===== config.mk =====
export PLATFORM = sky130hd
export DESIGN_NAME = piso_shift
export DESIGN_NICKNAME = d
export VERILOG_FILES = /design/src/rtl/piso_shift.sv
export SDC_FILE = /design/constraint.sdc
export NUM_CORES = 1
export LEC_CHECK = 0
export CAP_MARGIN = 20
export CELL_PAD_IN_SITES_DETAIL_PLACEMENT = 1
export CELL_PAD_IN_SITES_GLOBAL_PLACEMENT = 1
export CORE_UTILIZATION = 36
export CTS_BUF_LIST = sky130_fd_sc_hd__clkbuf_2 sky130_fd_sc_hd__clkbuf_4 sky130_fd_sc_hd__clkbuf_8
export DETAILED_ROUTE_END_ITERATION = 8
export HOLD_SLACK_MARGIN = 0.15
export PLACE_DENSITY = 0.78
export SYNTH_ARGS = -nofsm -noshare
export SYNTH_HDL_FRONTEND = slang
export SYNTH_SLANG_ARGS = --single-unit

===== constraint.sdc =====
create_clock -name sys_clk -period 1.5 [get_ports sys_clk]
set_input_delay 0.15 -clock sys_clk [delete_from_list [all_inputs] [get_ports sys_clk]]
set_output_delay 0.15 -clock sys_clk [all_outputs]
set_load 0.03 [all_outputs]

===== src/rtl/piso_shift.sv =====
// Parallel-in/serial-out shifter: accepts a word on valid/ready and streams it on y,
// one bit per BIT_DIV cycles. Define PISO_LSB_FIRST_EN to send the LSB first (default MSB first).
module piso_shift #(
  parameter int unsigned DATA_W  = 8,
  parameter int unsigned BIT_DIV = 1
) (
  input  logic              sys_clk,
  input  logic              sys_rst_n,
  input  logic [DATA_W-1:0] din,
  input  logic              din_valid,
  output logic              din_ready,
  output logic              y,
  output logic              y_valid,
  output logic              y_last,
  output logic              busy
);

  localparam int unsigned BIT_CW = (DATA_W > 1) ? $clog2(DATA_W) : 1;
  localparam int unsigned DIV_CW = (BIT_DIV > 1) ? $clog2(BIT_DIV) : 1;

  typedef enum logic {
    IDLE  = 1'b0,
    SHIFT = 1'b1
  } state_t;

  state_t              state, state_nxt;
  logic [DATA_W-1:0]   sr, sr_nxt;
  logic [BIT_CW-1:0]   bit_cnt, bit_cnt_nxt;
  logic [DIV_CW-1:0]   div_cnt, div_cnt_nxt;
  logic                bit_last;
  logic                div_last;
  logic                xfer;
  logic [DATA_W-1:0]   sr_shifted;
  logic                sr_out;

  assign bit_last = (bit_cnt == BIT_CW'(DATA_W - 1));
  assign div_last = (div_cnt == DIV_CW'(BIT_DIV - 1));

  // Ready is the one combinational output: open in IDLE or on the final cycle of the last bit.
  assign din_ready = (state == IDLE) || (bit_last && div_last);
  assign xfer      = din_valid && din_ready;

`ifdef PISO_LSB_FIRST_EN
  assign sr_shifted = {1'b0, sr[DATA_W-1:1]};
  assign sr_out     = sr[0];
`else
  assign sr_shifted = {sr[DATA_W-2:0], 1'b0};
  assign sr_out     = sr[DATA_W-1];
`endif

  // State and datapath registers.
  always_ff @(posedge sys_clk or negedge sys_rst_n) begin
    if (!sys_rst_n) begin
      state   <= IDLE;
      sr      <= '0;
      bit_cnt <= '0;
      div_cnt <= '0;
    end else begin
      state   <= state_nxt;
      sr      <= sr_nxt;
      bit_cnt <= bit_cnt_nxt;
      div_cnt <= div_cnt_nxt;
    end
  end

  // Next-state and datapath update.
  always_comb begin
    state_nxt   = state;
    sr_nxt      = sr;
    bit_cnt_nxt = bit_cnt;
    div_cnt_nxt = div_cnt;
    unique case (state)
      IDLE: begin
        if (xfer) begin
          state_nxt   = SHIFT;
          sr_nxt      = din;
          bit_cnt_nxt = '0;
          div_cnt_nxt = '0;
        end
      end
      SHIFT: begin
        if (!div_last) begin
          div_cnt_nxt = div_cnt + DIV_CW'(1);
        end else if (!bit_last) begin
          div_cnt_nxt = '0;
          bit_cnt_nxt = bit_cnt + BIT_CW'(1);
          sr_nxt      = sr_shifted;
        end else begin
          // End of frame: a same-edge transfer chains the next frame with no gap.
          div_cnt_nxt = '0;
          bit_cnt_nxt = '0;
          if (xfer) begin
            sr_nxt = din;
          end else begin
            state_nxt = IDLE;
          end
        end
      end
      default: begin
        state_nxt = IDLE;
      end
    endcase
  end

  // Serial outputs are decoded from registered state only.
  always_comb begin
    busy    = (state == SHIFT);
    y_valid = busy;
    y_last  = busy && bit_last;
    y       = busy && sr_out;
  end

endmodule


# Yosys cells after proc, flatten, opt, wreduce, memory -nomap -nowiden
# Cells that the tools add are included.
[totals] ff_bits=13 in_bits=11 output_inout_bits=5
[classes] n_addsub=2 n_eq_ne=3 mux=15 n_bitwise=2 n_reduce_logical=6
[op_table] op="$mux W8" count=3
[op_table] op="$pmux W8 S2" count=1
[op_table] op="$mux W3" count=3
[op_table] op="$pmux W3 S2" count=1
[op_table] op="$mux W1" count=5
[op_table] op="$logic_and A1 B1 Y1" count=4
[op_table] op="$ne A2 B2 Y1 const B" count=2
[op_table] op="$pmux W1 S2" count=2
[op_table] op="$add A3 B1 Y3 const B" count=1
[op_table] op="$eq A3 B3 Y1 const B" count=1
[op_table] op="$not A1 Y1" count=2
[op_table] op="$reduce_and A2 Y1" count=1
[op_table] op="$add A1 B1 Y1 const B" count=1
[op_table] op="$logic_or A1 B1 Y1" count=1

# Logic depth before layout (Yosys ltp)
[depth] depth_word=8 mapped_depth=5 depth_no_buf=4

# Worst setup path before layout
# OpenSTA, ideal clock, no wires.
[synth_timing] kind="reg2reg" from="reg bit_cnt[0]" to="reg sr[1]" arrival_time_ns=1.399 t_required_ns=1.375 slack_ns=-0.024 path_stages_with_launch=6 synth_period_minus_slack_ns=1.524 path_cell_list="dfrtp_1 -> ha_1 -> ha_1 -> nand2b_1 -> buf_4 -> mux2_4"
[synth_via] elab_chain_len=8
[synth_lines] element="start, declared" line="28" text="logic [BIT_CW-1:0] bit_cnt, bit_cnt_nxt;"
[synth_lines] element="start signal, assigned" line="61" text="bit_cnt <= bit_cnt_nxt;"
[synth_lines] element="$eq A3 B3 Y1 (*)" line="36" text="assign bit_last = (bit_cnt == BIT_CW'(DATA_W - 1));"
[synth_lines] element="$logic_and A1 B1 Y1 (*)" line="40" text="assign din_ready = (state == IDLE) || (bit_last && div_last);"
[synth_lines] element="$logic_or A1 B1 Y1 (*)" line="40"
[synth_lines] element="named net din_ready" line="11" text="output logic din_ready,"
[synth_lines] element="$logic_and A1 B1 Y1 (*)" line="41" text="assign xfer = din_valid && din_ready;"
[synth_lines] element="$mux W8 (*)"
[synth_lines] element="$mux W8" line="84" text="end else if (!bit_last) begin"
[synth_lines] element="$mux W8" line="82" text="if (!div_last) begin"
[synth_lines] element="$pmux W8 S2 (*)" line="72" text="unique case (state)"
[synth_lines] element="named net sr_nxt[1]" line="27" text="logic [DATA_W-1:0] sr, sr_nxt;"
[synth_lines] element="end signal, assigned" line="60" text="sr <= sr_nxt;"
[synth_lines] element="end, declared" line="27"
# Mark *: on every way through the listed nets, which the timed path passes. The rest lies on a longest branch. The select of a mux whose other input is x is not followed.
# A chain may end at the register's enable or synchronous reset.

# Final worst setup path
[layout_timing] from="reg bit_cnt[0]" to="out y_last"
[layout_via] elab_chain_len=2
[layout_lines] element="$eq A3 B3 Y1" line="36"
[layout_lines] element="$logic_and A1 B1 Y1" line="109" text="y_last = busy && bit_last;"
[layout_lines] element="end, declared" line="14" text="output logic y_last,"
# No other way between the ends.

==> flow_summary.json <==
{
  "cts_tree": "yes",
  "dpl_cell_area_um2": 830,
  "die_area_um2": 1950,
  "antenna_cells": 0,
  "cp-start-kind": "flop",
  "r2r_cells": 5,
  "leakage_nw": 0.427,
  "synth-seq-cells": 12,
  "grt_pass1_vias": 431,
  "critPathMaxFanout": 3,
  "worstPathRequired_ps": 1350,
  "wire_per_inst_um": 14.5,
  "ant_nets": 0,
  "htreeDepth": 1,
  "final_layout_size_suffix_gt1_share_pct": 47.6,
  "worstHoldPathType": "in -> async",
  "core_um2": 1580,
  "arrival_ps": 1340,
  "fp.dieH_um": 44.2,
  "r2r_end": "sr[7]$_DFF_PN0_",
  "die_w_um": 44.2,
  "postSynthCellCount": 42,
  "clkTransAtPathRegs_ps": 70,
  "fin_area_um2": 900,
  "fin_crit_ps": 1490,
  "drtIter0Drc": 1,
  "rsz0062_at_grt": "true",
  "critPathCaptureType": "output port",
  "ir_drop_mv": 1.02,
  "antenna_found_initial": 0,
  "yosysTopAreaCell": "dfrtp_1",
  "grt_usage_pct": 14.6,
  "final_cell_mix": "14 x mux2_4, 11 x dfrtp_1, 10 x clkdlybuf4s50_1",
  "layout_setup_ws_ps": 14.6,
  "wirelength_um": 1140,
  "synth.distinct_cells": 11,
  "drv_slew": 0,
  "drc": 0,
  "fmax_mhz": 673,
  "r2r-start": "bit_cnt[0]$_DFFE_PN0P_",
  "start_util_pct": 40.6,
  "cpMaxStageDelayCell": "dfrtp_1",
  "worst_path_largest_cell_delay_ps": 400,
  "synth_top_area_share_pct": 46.9,
  "num_io_pins": 16,
  "layoutNonFillerInstCount": 79,
  "routabilityCongestion": 0.653,
  "worstSetupPathType": "reg -> out",
  "power_density_nw_per_um2": 1920,
  "hold_violations": 0,
  "slew_headroom_pct": 64.8,
  "placementRows": 14,
  "syn_nets": 55,
  "clock_latency_ps": 260,
  "vias": 405,
  "grt_pass1_wl_um": 1960,
  "io_buffers": 15,
  "cts_buffers": 3,
  "via_per_inst": 5.13,
  "layout_commonest_cell": "mux2_4",
  "grt_max_degree": 13,
  "cts.sinks": 12,
  "clock_skew_ps": 0.527,
  "finalCritPeriodShare_pct": 99.0,
  "crit_start": "bit_cnt[0]$_DFFE_PN0P_",
  "r2r_slack_ps": 20,
  "dp_slack_ps": -156,
  "synth_area_um2": 641,
  "synth.area.top_cells": "dfrtp_1 47%, mux2_4 33%, a22o_1 4.1%",
  "cts_root_buf": "clkbuf_4",
  "tightest_slew_ps": 526,
  "drv_cap": 0,
  "outcome": "complete, no violations",
  "ys_seq_area_share_pct": 46.9,
  "first_pass_iters": 6,
  "nNetsFinal": 77,
  "worstPathCellList": "ha_2 -> ha_4 -> and2_1 -> buf_2",
  "dp_hpwl_um": 780,
  "syn2layout_area_growth_pct": 40.4,
  "yosys_warnings": 0,
  "overflow": 0,
  "critPathCapture": "y_last",
  "clockBufferDepth": 2,
  "setup_viol": 0,
  "syn_avg_cell_area_um2": 15.3,
  "dp_cells": 73
}
state kept, by name, summed over array words and instances (netlist names):
register / flops
bit_cnt: 3
busy: 1
sr: 8
worst min path at each step:
| stage | startpoint | end | slack, ps | cells past startpoint |
|---|---|---|---|---|
| global route | sys_rst_n | bit_cnt[0]$_DFFE_PN0P_ | 250 | 1 |
| finish | sys_rst_n | bit_cnt[0]$_DFFE_PN0P_ | 230 | 1 |
| CTS | sys_rst_n | sr[1]$_DFF_PN0_ | 230 | 1 |
| floorplan | sys_rst_n | bit_cnt[0]$_DFFE_PN0P_ | -150 | 0 |
| global placement | bit_cnt[1]$_DFFE_PN0P_ | bit_cnt[1]$_DFFE_PN0P_ | 490 | 1 |
| detailed placement | bit_cnt[1]$_DFFE_PN0P_ | bit_cnt[1]$_DFFE_PN0P_ | 490 | 1 |
through the flow:
step                      util [%]  setup TNS [ps]  total power, mW  hold slack [ps]
after global routing          57.1            -130             1.84              246
after CTS                     56.3           -98.4             1.71              233
after detailed placement      52.6            -441             1.41              491
final                         57.1               0             1.73              228
after global placement        52.6            -134             1.39              486
after floorplan                  -               0             1.15             -146
kinds of logic (layout without fill, tap and decap cells):
family / Yosys count / in the layout / share of synthesized area (%)
AO/OA/AOI/OAI: 3 / 3 / 4.10
adder cells (fa/ha/maj): 2 / 2 / 3.91
buffers and inverters: 3 / 24 / 4.10
flip-flops: 12 / 12 / 46.9
multiplexers: 15 / 15 / 34.6
AND/OR/NAND/NOR: 7 / 7 / 6.45
power by group:
group	switching [mW]	leakage (nW)	internal, mW
Sequential	0.100	0.151	0.463
Clock	0.0995	0.0210	0.147
Combinational	0.348	0.255	0.566
Total	0.548	0.427	1.18
metal layers:
| metal | global-route usage (%) | share of wire [%] | up-vias |
|---|---|---|---|
| met2 | 21.5 | 51 | 10 |
| li1 | - | - | 193 |
| met3 | 4.90 | 2.6 | 0 |
| met1 | 19.1 | 46 | 202 |
| met4 | 7.27 | 0 | 0 |
| met5 | 0 | 0 | - |
repair_timing:
item / in CTS / in global routing
hold buffers: 0 / 0
setup endpoints to repair: 12 / 9
setup buffers: 2 / 1
resized for setup: 11 / 3
critical path, delay by kind of cell (launching register included):
kind,cells,cell delay [ps]
flops,1,400
fa+ha+maj,2,370
buf+inv,1,170
simple gates,1,140
cells in the mapped netlist:
library cell / number
nand2b_2: 1
buf_6: 1
dfrtp_1: 12
and2_1: 3
mux2_4: 14
mux2_1: 1
nor2_1: 2
buf_4: 2
a22o_1: 3
ha_1: 2
nand2b_1: 1
area by class of cell:
class	count	area (um^2)
clock buffer	4	36.3
timing repair buffer	20	205
multi-input combinational	27	337
sequential	12	302
fill	160	677
tap	16	20.0
Note: power is estimated with default switching activity, not from simulation.
